==> src/rtl/seg_display_driver_pkg.sv <==
// Shared definitions for the 8-digit seven-segment display driver: modes, char codes, glyphs,
// display register layout and the decode helpers used by the engine and the top level.
package seg_display_driver_pkg;

  localparam int unsigned DIGITS = 8;

  localparam logic [1:0] SEG_MODE_NUM  = 2'd0;
  localparam logic [1:0] SEG_MODE_CHAR = 2'd1;

  // Character codes, matching what the upstream display-data mux emits.
  localparam logic [31:0] CHAR_T = 32'd1;
  localparam logic [31:0] CHAR_A = 32'd2;
  localparam logic [31:0] CHAR_B = 32'd3;
  localparam logic [31:0] CHAR_C = 32'd4;
  localparam logic [31:0] CHAR_J = 32'd5;

  localparam logic [7:0] GLYPH_T     = 8'h78;
  localparam logic [7:0] GLYPH_A     = 8'h77;
  localparam logic [7:0] GLYPH_B     = 8'h7C;
  localparam logic [7:0] GLYPH_C     = 8'h39;
  localparam logic [7:0] GLYPH_J     = 8'h1E;
  localparam logic [7:0] GLYPH_DASH  = 8'h40;
  localparam logic [7:0] GLYPH_BLANK = 8'h00;

  // Committed display content; for char modes 'digits' carries the raw char code.
  typedef struct packed {
    logic [1:0]  mode;
    logic        ovf;
    logic [31:0] digits;
  } disp_t;

  function automatic logic [7:0] digit_glyph(input logic [3:0] d);
    logic [7:0] g;
    case (d)
      4'd0:    g = 8'h3F;
      4'd1:    g = 8'h06;
      4'd2:    g = 8'h5B;
      4'd3:    g = 8'h4F;
      4'd4:    g = 8'h66;
      4'd5:    g = 8'h6D;
      4'd6:    g = 8'h7D;
      4'd7:    g = 8'h07;
      4'd8:    g = 8'h7F;
      4'd9:    g = 8'h6F;
      default: g = GLYPH_BLANK;
    endcase
    return g;
  endfunction

  // Double-dabble adjust step: add 3 to every BCD nibble that is 5 or more.
  function automatic logic [39:0] bcd_add3(input logic [39:0] v);
    logic [39:0] r;
    r = v;
    for (int i = 0; i < 10; i++) begin
      if (r[i*4 +: 4] >= 4'd5) r[i*4 +: 4] = r[i*4 +: 4] + 4'd3;
    end
    return r;
  endfunction

  // All eight glyphs of a display register, digit 0 in the low byte.
  function automatic logic [63:0] disp_glyphs(input disp_t d);
    logic [63:0] g;
    logic        lead;
    logic [3:0]  nib;
    g    = '0;
    lead = 1'b1;
    if (d.mode == SEG_MODE_NUM) begin
      if (d.ovf) begin
        g = {DIGITS{GLYPH_DASH}};
      end else begin
        // Walk from the most significant digit so leading zeros stay blank.
        for (int i = DIGITS - 1; i >= 0; i--) begin
          nib = d.digits[i*4 +: 4];
          if (nib != 4'd0 || i == 0) lead = 1'b0;
          g[i*8 +: 8] = lead ? GLYPH_BLANK : digit_glyph(nib);
        end
      end
    end else if (d.mode == SEG_MODE_CHAR) begin
      case (d.digits)
        CHAR_T:  g[7:0] = GLYPH_T;
        CHAR_A:  g[7:0] = GLYPH_A;
        CHAR_B:  g[7:0] = GLYPH_B;
        CHAR_C:  g[7:0] = GLYPH_C;
        CHAR_J:  g[7:0] = GLYPH_J;
        default: g = '0;
      endcase
    end
    return g;
  endfunction

endpackage

==> src/rtl/seg_display_driver_bin2bcd_seq.sv <==
// Sequential double-dabble converter: 32-bit binary to 10 BCD digits in LOAD + 32 SHIFT + DONE.
module seg_display_driver_bin2bcd_seq
  import seg_display_driver_pkg::*;
(
  input  logic        clk,
  input  logic        rst_n,
  input  logic        start,
  input  logic        abort,
  input  logic [31:0] data,
  output logic        done,
  output logic        busy,
  output logic [39:0] bcd
);

  localparam logic [1:0] StIdle  = 2'd0;
  localparam logic [1:0] StLoad  = 2'd1;
  localparam logic [1:0] StShift = 2'd2;
  localparam logic [1:0] StDone  = 2'd3;

  logic [1:0]  state_q, state_d;
  logic [39:0] bcd_q, bcd_d, adj;
  logic [31:0] bin_q, bin_d;
  logic [4:0]  cnt_q, cnt_d;

  always_comb begin
    state_d = state_q;
    bcd_d   = bcd_q;
    bin_d   = bin_q;
    cnt_d   = cnt_q;
    adj     = '0;
    case (state_q)
      StIdle: ;
      StLoad: begin
        bcd_d   = '0;
        bin_d   = data;
        cnt_d   = 5'd0;
        state_d = StShift;
      end
      StShift: begin
        adj            = bcd_add3(bcd_q);
        {bcd_d, bin_d} = {adj[38:0], bin_q, 1'b0};
        cnt_d          = cnt_q + 5'd1;
        if (cnt_q == 5'd31) state_d = StDone;
      end
      StDone:  state_d = StIdle;
      default: state_d = StIdle;
    endcase
    // A new start discards whatever is in flight and reloads.
    if (start)      state_d = StLoad;
    else if (abort) state_d = StIdle;
  end

  always_ff @(posedge clk or negedge rst_n) begin
    if (!rst_n) begin
      state_q <= StIdle;
      bcd_q   <= '0;
      bin_q   <= '0;
      cnt_q   <= '0;
    end else begin
      state_q <= state_d;
      bcd_q   <= bcd_d;
      bin_q   <= bin_d;
      cnt_q   <= cnt_d;
    end
  end

  assign done = (state_q == StDone);
  assign busy = (state_q != StIdle);
  assign bcd  = bcd_q;

endmodule

==> src/rtl/seg_display_driver.sv <==
// 8-digit multiplexed seven-segment driver: change detect, BCD conversion, display register,
// glyph decode and digit scan.
module seg_display_driver
  import seg_display_driver_pkg::*;
#(
  parameter int unsigned SCAN_DIV = 100_000
) (
  input  logic        clk,
  input  logic        rst_n,
  input  logic [31:0] seg_data,
  input  logic [1:0]  seg_mode,
  output logic [7:0]  an,
  output logic [7:0]  seg,
  output logic        busy
);

  localparam int unsigned DivW = (SCAN_DIV > 1) ? $clog2(SCAN_DIV) : 1;

  logic [33:0]     snap_q;
  logic            change;
  logic            char_pend_q;
  logic            conv_start, conv_abort, conv_done, conv_busy;
  logic [39:0]     conv_bcd;
  disp_t           disp_q, disp_d;
  logic [DivW-1:0] div_q, div_d;
  logic [2:0]      idx_q, idx_d;
  logic [63:0]     glyphs;
  logic [7:0]      an_q, an_d, seg_q, seg_d;

  assign change     = ({seg_mode, seg_data} != snap_q);
  assign conv_start = change && (seg_mode == SEG_MODE_NUM);
  assign conv_abort = change && (seg_mode != SEG_MODE_NUM);

  seg_display_driver_bin2bcd_seq u_bin2bcd (
    .clk   (clk),
    .rst_n (rst_n),
    .start (conv_start),
    .abort (conv_abort),
    .data  (snap_q[31:0]),
    .done  (conv_done),
    .busy  (conv_busy),
    .bcd   (conv_bcd)
  );

  // A pending input change wins over any commit so stale values never reach the display.
  always_comb begin
    disp_d = disp_q;
    if (!change) begin
      if (conv_done) begin
        disp_d = '{mode: SEG_MODE_NUM, ovf: |conv_bcd[39:32], digits: conv_bcd[31:0]};
      end else if (char_pend_q) begin
        disp_d = '{mode: snap_q[33:32], ovf: 1'b0, digits: snap_q[31:0]};
      end
    end
  end

  always_comb begin
    if (div_q == DivW'(SCAN_DIV - 1)) begin
      div_d = '0;
      idx_d = idx_q + 3'd1;
    end else begin
      div_d = div_q + DivW'(1);
      idx_d = idx_q;
    end
    // Decode from the next display value so a commit on a scan edge is seen immediately.
    glyphs = disp_glyphs(disp_d);
    an_d   = 8'd1 << idx_d;
    seg_d  = glyphs[idx_d*8 +: 8];
  end

  always_ff @(posedge clk or negedge rst_n) begin
    if (!rst_n) begin
      snap_q      <= '0;
      char_pend_q <= 1'b0;
      disp_q      <= '0;
      div_q       <= '0;
      idx_q       <= '0;
      an_q        <= '0;
      seg_q       <= '0;
    end else begin
      snap_q      <= {seg_mode, seg_data};
      char_pend_q <= conv_abort;
      disp_q      <= disp_d;
      div_q       <= div_d;
      idx_q       <= idx_d;
      an_q        <= an_d;
      seg_q       <= seg_d;
    end
  end

  assign an   = an_q;
  assign seg  = seg_q;
  assign busy = conv_busy;

endmodule
==> config.mk <==
export PLATFORM = sky130hd
export DESIGN_NAME = seg_display_driver
export DESIGN_NICKNAME = d
export VERILOG_FILES = /design/src/rtl/seg_display_driver_pkg.sv /design/src/rtl/seg_display_driver_bin2bcd_seq.sv /design/src/rtl/seg_display_driver.sv
export SDC_FILE = /design/constraint.sdc
export NUM_CORES = 1
export LEC_CHECK = 0
export CORE_MARGIN = 3
export CORE_UTILIZATION = 45
export CTS_CLUSTER_SIZE = 8
export DETAILED_ROUTE_END_ITERATION = 10
export PLACE_DENSITY = 0.74
export SLEW_MARGIN = 20
export SYNTH_ARGS = -nofsm -noshare
export SYNTH_HDL_FRONTEND = slang
export SYNTH_SLANG_ARGS = --single-unit
==> constraint.sdc <==
create_clock -name clk -period 4.35 [get_ports clk]
set_clock_uncertainty 0.1 [all_clocks]
set_input_delay 1.305 -clock clk [delete_from_list [all_inputs] [get_ports clk]]
set_output_delay 1.305 -clock clk [all_outputs]
set_load 0.01 [all_outputs]
Yosys cells after proc, flatten, opt, wreduce, memory -nomap -nowiden. Memories as Yosys holds them, arrays and structs flattened. Index checks and enable logic that the tools add are counted. W data, S select, Z words.

Flip-flop bits (word level): 185. Latch bits: 0. RAM bits: 0. Memory bits (read-only): 896. Bits of input ports: 36. Output and inout bits: 17. Logic and storage cells: 133. Memories kept: 8.

Memories: (name not given) (words 16, bits a word 7, read ports 1, clocked after memory_dff 0, write ports 0, line seg_display_driver_pkg.sv:34) `case (d)`; (name not given) (words 16, bits a word 7, read ports 1, clocked after memory_dff 0, write ports 0, line seg_display_driver_pkg.sv:34); (name not given) (words 16, bits a word 7, read ports 1, clocked after memory_dff 0, write ports 0, line seg_display_driver_pkg.sv:34); (name not given) (words 16, bits a word 7, read ports 1, clocked after memory_dff 0, write ports 0, line seg_display_driver_pkg.sv:34); (name not given) (words 16, bits a word 7, read ports 1, clocked after memory_dff 0, write ports 0, line seg_display_driver_pkg.sv:34); (name not given) (words 16, bits a word 7, read ports 1, clocked after memory_dff 0, write ports 0, line seg_display_driver_pkg.sv:34); 2 more memories.

$add $sub $neg: 13. $mul: 0. Div/mod/pow operators: 0. Order comparisons: 10. Equality and inequality tests: 13. Shift-type cells: 2. Mux-type cells: 57. Bitwise logic cells: 0. Reduce and logical (&&, ||, !) cells: 17.

Operators by type and width (number): $mux W64 (2); $mux W35 (3); $pmux W40 S2 (1); $eq A32 B2 Y1 const B (2); $eq A32 B3 Y1 const B (2); $mux W8 (8); $pmux W32 S2 (1); $shiftx A64 B7 Y8 (1); $ge A4 B3 Y1 const B (10); $add A4 B2 Y4 const B (9); $mux W4 (9); $pmux W7 S5 (1); $ne A34 B34 Y1 (1); $eq A32 B1 Y1 const B (1); $reduce_bool A4 Y1 (7); $mux W1 (23); $add A17 B1 Y17 const B (1); $eq A17 B17 Y1 const B (1); $mux W17 (1); $pmux W5 S2 (1); $reduce_or A8 Y1 (1); $shl A1 B3 Y8 const A (1); $mux W7 (1); $mux W2 (3); other kinds (14) (21).

Depth between registers and ports, before layout.
Depth after elaboration: 29. Gate-level depth with buffers: 22. Depth with buffers taken out: 17.

Hierarchy. From an unflattened synthesis, not the netlist that was laid out.

Cells, all modules: 1203. Area, all modules: 11242.0 um2.

Modules (own cells, without submodules): seg_display_driver (instances 1, cells each 780, area each 6976.7 um2, sequential area each 2627.5 um2); seg_display_driver_bin2bcd_seq (instances 1, cells each 423, area each 4265.3 um2, sequential area each 1976.9 um2).

Worst setup path before layout. Ideal clock, no wire load.

Path type: in2reg. From: input port seg_mode[0]. To: register seg_q[3], in the netlist seg[3]. Library setup time: 0.087 ns. Arrival time: 5.300 ns. Required time: 4.163 ns. Path slack: -1.137 ns. Stages on the path: 22. Path buffers: 5. Cell sequence: xnor2_1 -> nand4_1 -> or4_1 -> buf_2 -> nor3_4 -> buf_6 -> buf_2 -> buf_1 -> o22ai_1 -> a21oi_1 -> inv_1 -> ha_1 -> or4b_2 -> nor3_1 -> mux2i_1 -> nor2_1 -> and4_1 -> buf_4 -> or3_1 -> o22ai_1 -> a21oi_1 -> o211ai_1.

RTL lines: from (decl) (line seg_display_driver.sv:11) `input logic [1:0] seg_mode,`; to (signal assigned) (line seg_display_driver.sv:87) `seg_q <= seg_d;`; to (decl) (line seg_display_driver.sv:28) `logic [7:0] an_q, an_d, seg_q, seg_d;`.

Worst setup path after layout.
From: input port seg_data[20]. To: register seg_q[5], in the netlist seg[5].

Longest elaborated chain between the ends: 28. Elaborated cells on any way between the ends: 58. Those cells by class: eq/ne: 7; shift: 1; mux: 34; reduce/logical: 8; memory: 8.

Ends and longest elaborated chain: from (decl) (line seg_display_driver.sv:10) `input logic [31:0] seg_data,`; $ne A34 B34 Y1 * (line seg_display_driver.sv:30) `assign change = ({seg_mode, seg_data} != snap_q);`; $mux W35 * (line seg_display_driver.sv:48) `if (!change) begin`; $reduce_bool A4 Y1 (line seg_display_driver_pkg.sv:74) `if (nib != 4'd0 || i == 0) lead = 1'b0;`; $mux W1 (line seg_display_driver_pkg.sv:74); $mux W1 (line seg_display_driver_pkg.sv:68) `if (d.ovf) begin`; $mux W1 (line seg_display_driver_pkg.sv:67) `if (d.mode == SEG_MODE_NUM) begin`; $mux W1 (line seg_display_driver_pkg.sv:74); $mux W1 (line seg_display_driver_pkg.sv:68); [13 not listed]; $mux W1 (line seg_display_driver_pkg.sv:74); $mux W1 (line seg_display_driver_pkg.sv:68); $mux W1 (line seg_display_driver_pkg.sv:67); $mux W8 (line seg_display_driver_pkg.sv:75) `g[i*8 +: 8] = lead ? GLYPH_BLANK : digit_glyph(nib);`; $mux W64 (line seg_display_driver_pkg.sv:68); $mux W64 * (line seg_display_driver_pkg.sv:67); $shiftx A64 B7 Y8 * (line seg_display_driver.sv:68) `seg_d = glyphs[idx_d*8 +: 8];`; via seg_d[5] (line seg_display_driver.sv:28).

The timed path passes the listed nets; every way through them passes the cells marked *. The select of a mux whose other input is x is not followed. A chain may end at the register's enable or synchronous reset.

==> impl_metrics.toml <==
[routing]
drc = 0
wl_um = 35000
vias = 10747
via_per_inst = 5.96
drt_iter0_drc = 1100
post_drt_wl_per_cell_um = 19.4
first_pass_iters = 6
final_antenna_net_count = 0

[setup_path]
r2r-end = "seg[5]$_DFF_PN0_"
crit_fanout = 4
cp.required_ps = 4630
critical-path-slowest-cell = "or4b_4"
path_class = "primary input to register"
r2r.worst_path.cells = 19
arrival_ps = 5260
crit_top_cell = "nand4_1"
startpoint_type = "primary input"
crit_family = "simple AND/OR/NAND/NOR gates"
cp_num_buf_inv = 4
r2r_slack_ps = -130
slowest_delay_ps = 450
path_cells = "clkdlybuf4s15_1, xnor2_2, nand4_1, nor3_1, buf_4, nand4_1, o22a_1, o221ai_4, ha_4, or4b_4, nor3_2, mux2i_1, nor2_1, and4_4, buf_6, nand4_1, buf_4, a211o_1, nand2_1, a41o_1"
end_kind = "register"
reg2reg_from = "snap_q[18]$_DFF_PN0_"

[die]
start_util = 0.463
rows = 56
die_area_um2 = 26300
die_y_um = 162
ios = 53
die_x_um = 162
core_area_um2 = 23800

[sta]
setup_viol = 7
fmax_mhz = 201
slew_violations = 0
rsz0062_at_grt = "yes"
hold_violations = 0
fin_crit_ps = 4980
final.setup.tns_ps = -3450
fin_ws_ps = -629
worst_pin_slew_ps = 856
finalCritPeriodShare = 1.14
max-slew-margin-rel = 0.428

[place]
numPortBuffers = 51
gp_congestion = 1.04
dp_hpwl_um = 23900
pre_cts_slack_ps = -1420

[power_and_ir_drop]
comb_power_share = 0.093
clkPwrFrac = 0.424
p_seq_frac = 0.483
internal_power_mw = 2.72
peakVddDrop_mv = 0.278
power_density_nw_per_um2 = 254
switching_share = 0.278
p_sw_mw = 1.05
p_leak_nw = 6.79

[logic_synthesis]
seq_area_frac_synth = 0.419
syn_nets = 1303
yosys_warnings = 0
dominantRegCellSynth = "dfrtp_1"
synth_enable_flop_cells = 0
postSynthCellCount = 1195
syn_area_um2 = 11000
yosys.cell_types.count = 76
avgSynthCellArea_um2 = 9.20
synth-seq-cells = 184
async_flop_share = 1.00

[global_routing]
antenna_found_initial = 0
grt_pass1_vias = 10677
grt_start_max_net_pins = 87
grt_use_total = 0.267
grt_pass1_wl_um = 55800
grt_overflow_total = 0

[status]
status = "complete, but fails checks"
violations = "negative setup slack"

[layout]
area_growth_pct = 34.9
final_layout_size_suffix_gt1_frac = 0.269
n_fill_cell = 1827
nets = 1578
diodes = 0

[hold_path]
min_path_cells = 1
min_to = "div_q[4]$_DFF_PN0_"
hold_path_class = "register to register"
min_from = "div_q[4]$_DFF_PN0_"

[cts]
cts_tree = "done"
cts_root_buffer = "clkbuf_16"
clock_path_buffers = 2
htreeDepth = 4
clkLatencyLatePin_ps = 460
cts_buffers = 17
cts.sinks = 184
clk_pin_slew_ps = 80

[flow_run]
max_cap_violations = 0
## per-stage QoR
step / utilization / cell area (um2) / power [mW] / hold WS, ps / std cells
after floorplan: - / 11200 / 1.96 / 355 / 1195
after global placement: 0.571 / 13600 / 2.12 / 373 / 1725
after detailed placement: 0.571 / 13600 / 2.13 / 388 / 1725
after CTS: 0.614 / 14600 / 3.74 / 402 / 1789
after global routing: 0.624 / 14800 / 3.88 / 417 / 1802
final: 0.624 / 14800 / 3.76 / 401 / 1802
## power groups by stage
| stage | Sequential, mW | Clock, mW | Combinational [mW] |
|---|---|---|---|
| after floorplan | 1.83 | 0 | 0.134 |
| after CTS | 1.81 | 1.59 | 0.326 |
| final | 1.82 | 1.60 | 0.352 |
| after global routing | 1.82 | 1.67 | 0.379 |
| after detailed placement | 1.84 | 0 | 0.288 |
| after global placement | 1.84 | 0 | 0.278 |
## layout make-up
type / instances / area (um2) / area share
clock buffers: 17 / 425 / 0.0287
clock inverters: 15 / 176 / 0.0119
inverters: 93 / 349 / 0.0235
multi-input cells: 863 / 6410 / 0.432
flip-flops and latches: 184 / 4600 / 0.311
well taps: 319 / 399 / 0.0269
repair buffers: 311 / 2460 / 0.166
## cell usage after synthesis (all sizes together) (6+ instances only)
library cell,n,area share
a211oi,14,0.010
a21oi,102,0.047
a221o,6,0.0055
a22oi,7,0.0048
a31oi,7,0.0040
a32o,6,0.0055
and3,17,0.0097
buf,16,0.0072
clkbuf,39,0.013
dfrtp,184,0.42
ha,72,0.082
inv,91,0.031
mux2i,45,0.041
nand2,60,0.020
nand2b,18,0.010
nand3,26,0.012
nand4,22,0.013
nor2,119,0.041
nor3,30,0.015
nor4,8,0.0046
o21ai,65,0.030
o22ai,49,0.028
o31ai,11,0.0075
o32ai,10,0.0080
or3,10,0.0057
xnor2,62,0.050
xor2,12,0.0096
## worst max path at each step
stage	from	endpoint	slack (ps)	depth (start not counted)
3_5_place_dp	seg_data[18]	seg[1]$_DFF_PN0_	-1420	18
5_1_grt	seg_data[7]	seg[5]$_DFF_PN0_	-740	20
4_1_cts	seg_data[4]	seg[1]$_DFF_PN0_	-380	18
6_report	seg_data[20]	seg[5]$_DFF_PN0_	-630	20
3_3_place_gp	seg_data[28]	seg[1]$_DFF_PN0_	-1360	20
2_1_floorplan	seg_data[9]	seg[1]$_DFF_PN0_	-700	17
## repair_timing
| item | in CTS | in global routing |
|---|---|---|
| buffers inserted | 32 | 14 |
| hold buffers | 0 | 0 |
| setup endpoints to repair | 7 | 7 |
| pin swaps | 48 | 34 |
| gates cloned | 0 | 1 |
| gates resized for setup | 128 | 47 |
## layout by cell type, fill, tap and decap left out, types with 24 or more instances in the layout
cell,synthesis,layout
a21oi_1,101,97
buf_4,2,254
dfrtp_1,184,184
ha_1,72,69
inv_1,90,89
mux2i_1,45,45
nand2_1,60,59
nand3_1,26,25
nor2_1,118,117
nor3_1,28,24
o21ai_0,64,57
o22ai_1,49,47
xnor2_1,61,33
## state kept, by name, indices dropped and copies added, names as in the netlist
register	cells
u_bin2bcd.bcd	40
div_q	17
char_pend_q	1
disp_q	35
snap_q	34
u_bin2bcd.bin_q	32
an	8
seg	7
u_bin2bcd.cnt_q	5
idx_q	3
u_bin2bcd.state_q	2
## cells by family (layout without fill, tap and decap cells)
| logic type | count (synthesis) | in the layout | synth area share |
|---|---|---|---|
| AO/OA/AOI/OAI | 335 | 335 | 0.196 |
| XOR/XNOR | 74 | 74 | 0.0596 |
| other | 1 | 1 | 0.000341 |
| AND/OR/NAND/NOR | 335 | 335 | 0.149 |
| flip-flops | 184 | 184 | 0.419 |
| multiplexers | 46 | 46 | 0.0420 |
| adder cells (fa/ha/maj) | 72 | 72 | 0.0819 |
| buffers and inverters | 148 | 436 | 0.0522 |
## layer usage
| metal | vias up | GRT usage | wire length (um) | part of all wire |
|---|---|---|---|---|
| li1 | 4856 | - | - | - |
| met1 | 5197 | 0.344 | 14000 | 0.40 |
| met2 | 544 | 0.435 | 16400 | 0.47 |
| met3 | 150 | 0.0467 | 2600 | 0.074 |
| met4 | 0 | 0.135 | 1930 | 0.055 |
| met5 | - | 0 | 0 | 0 |
(Power assumes the default switching activity.)
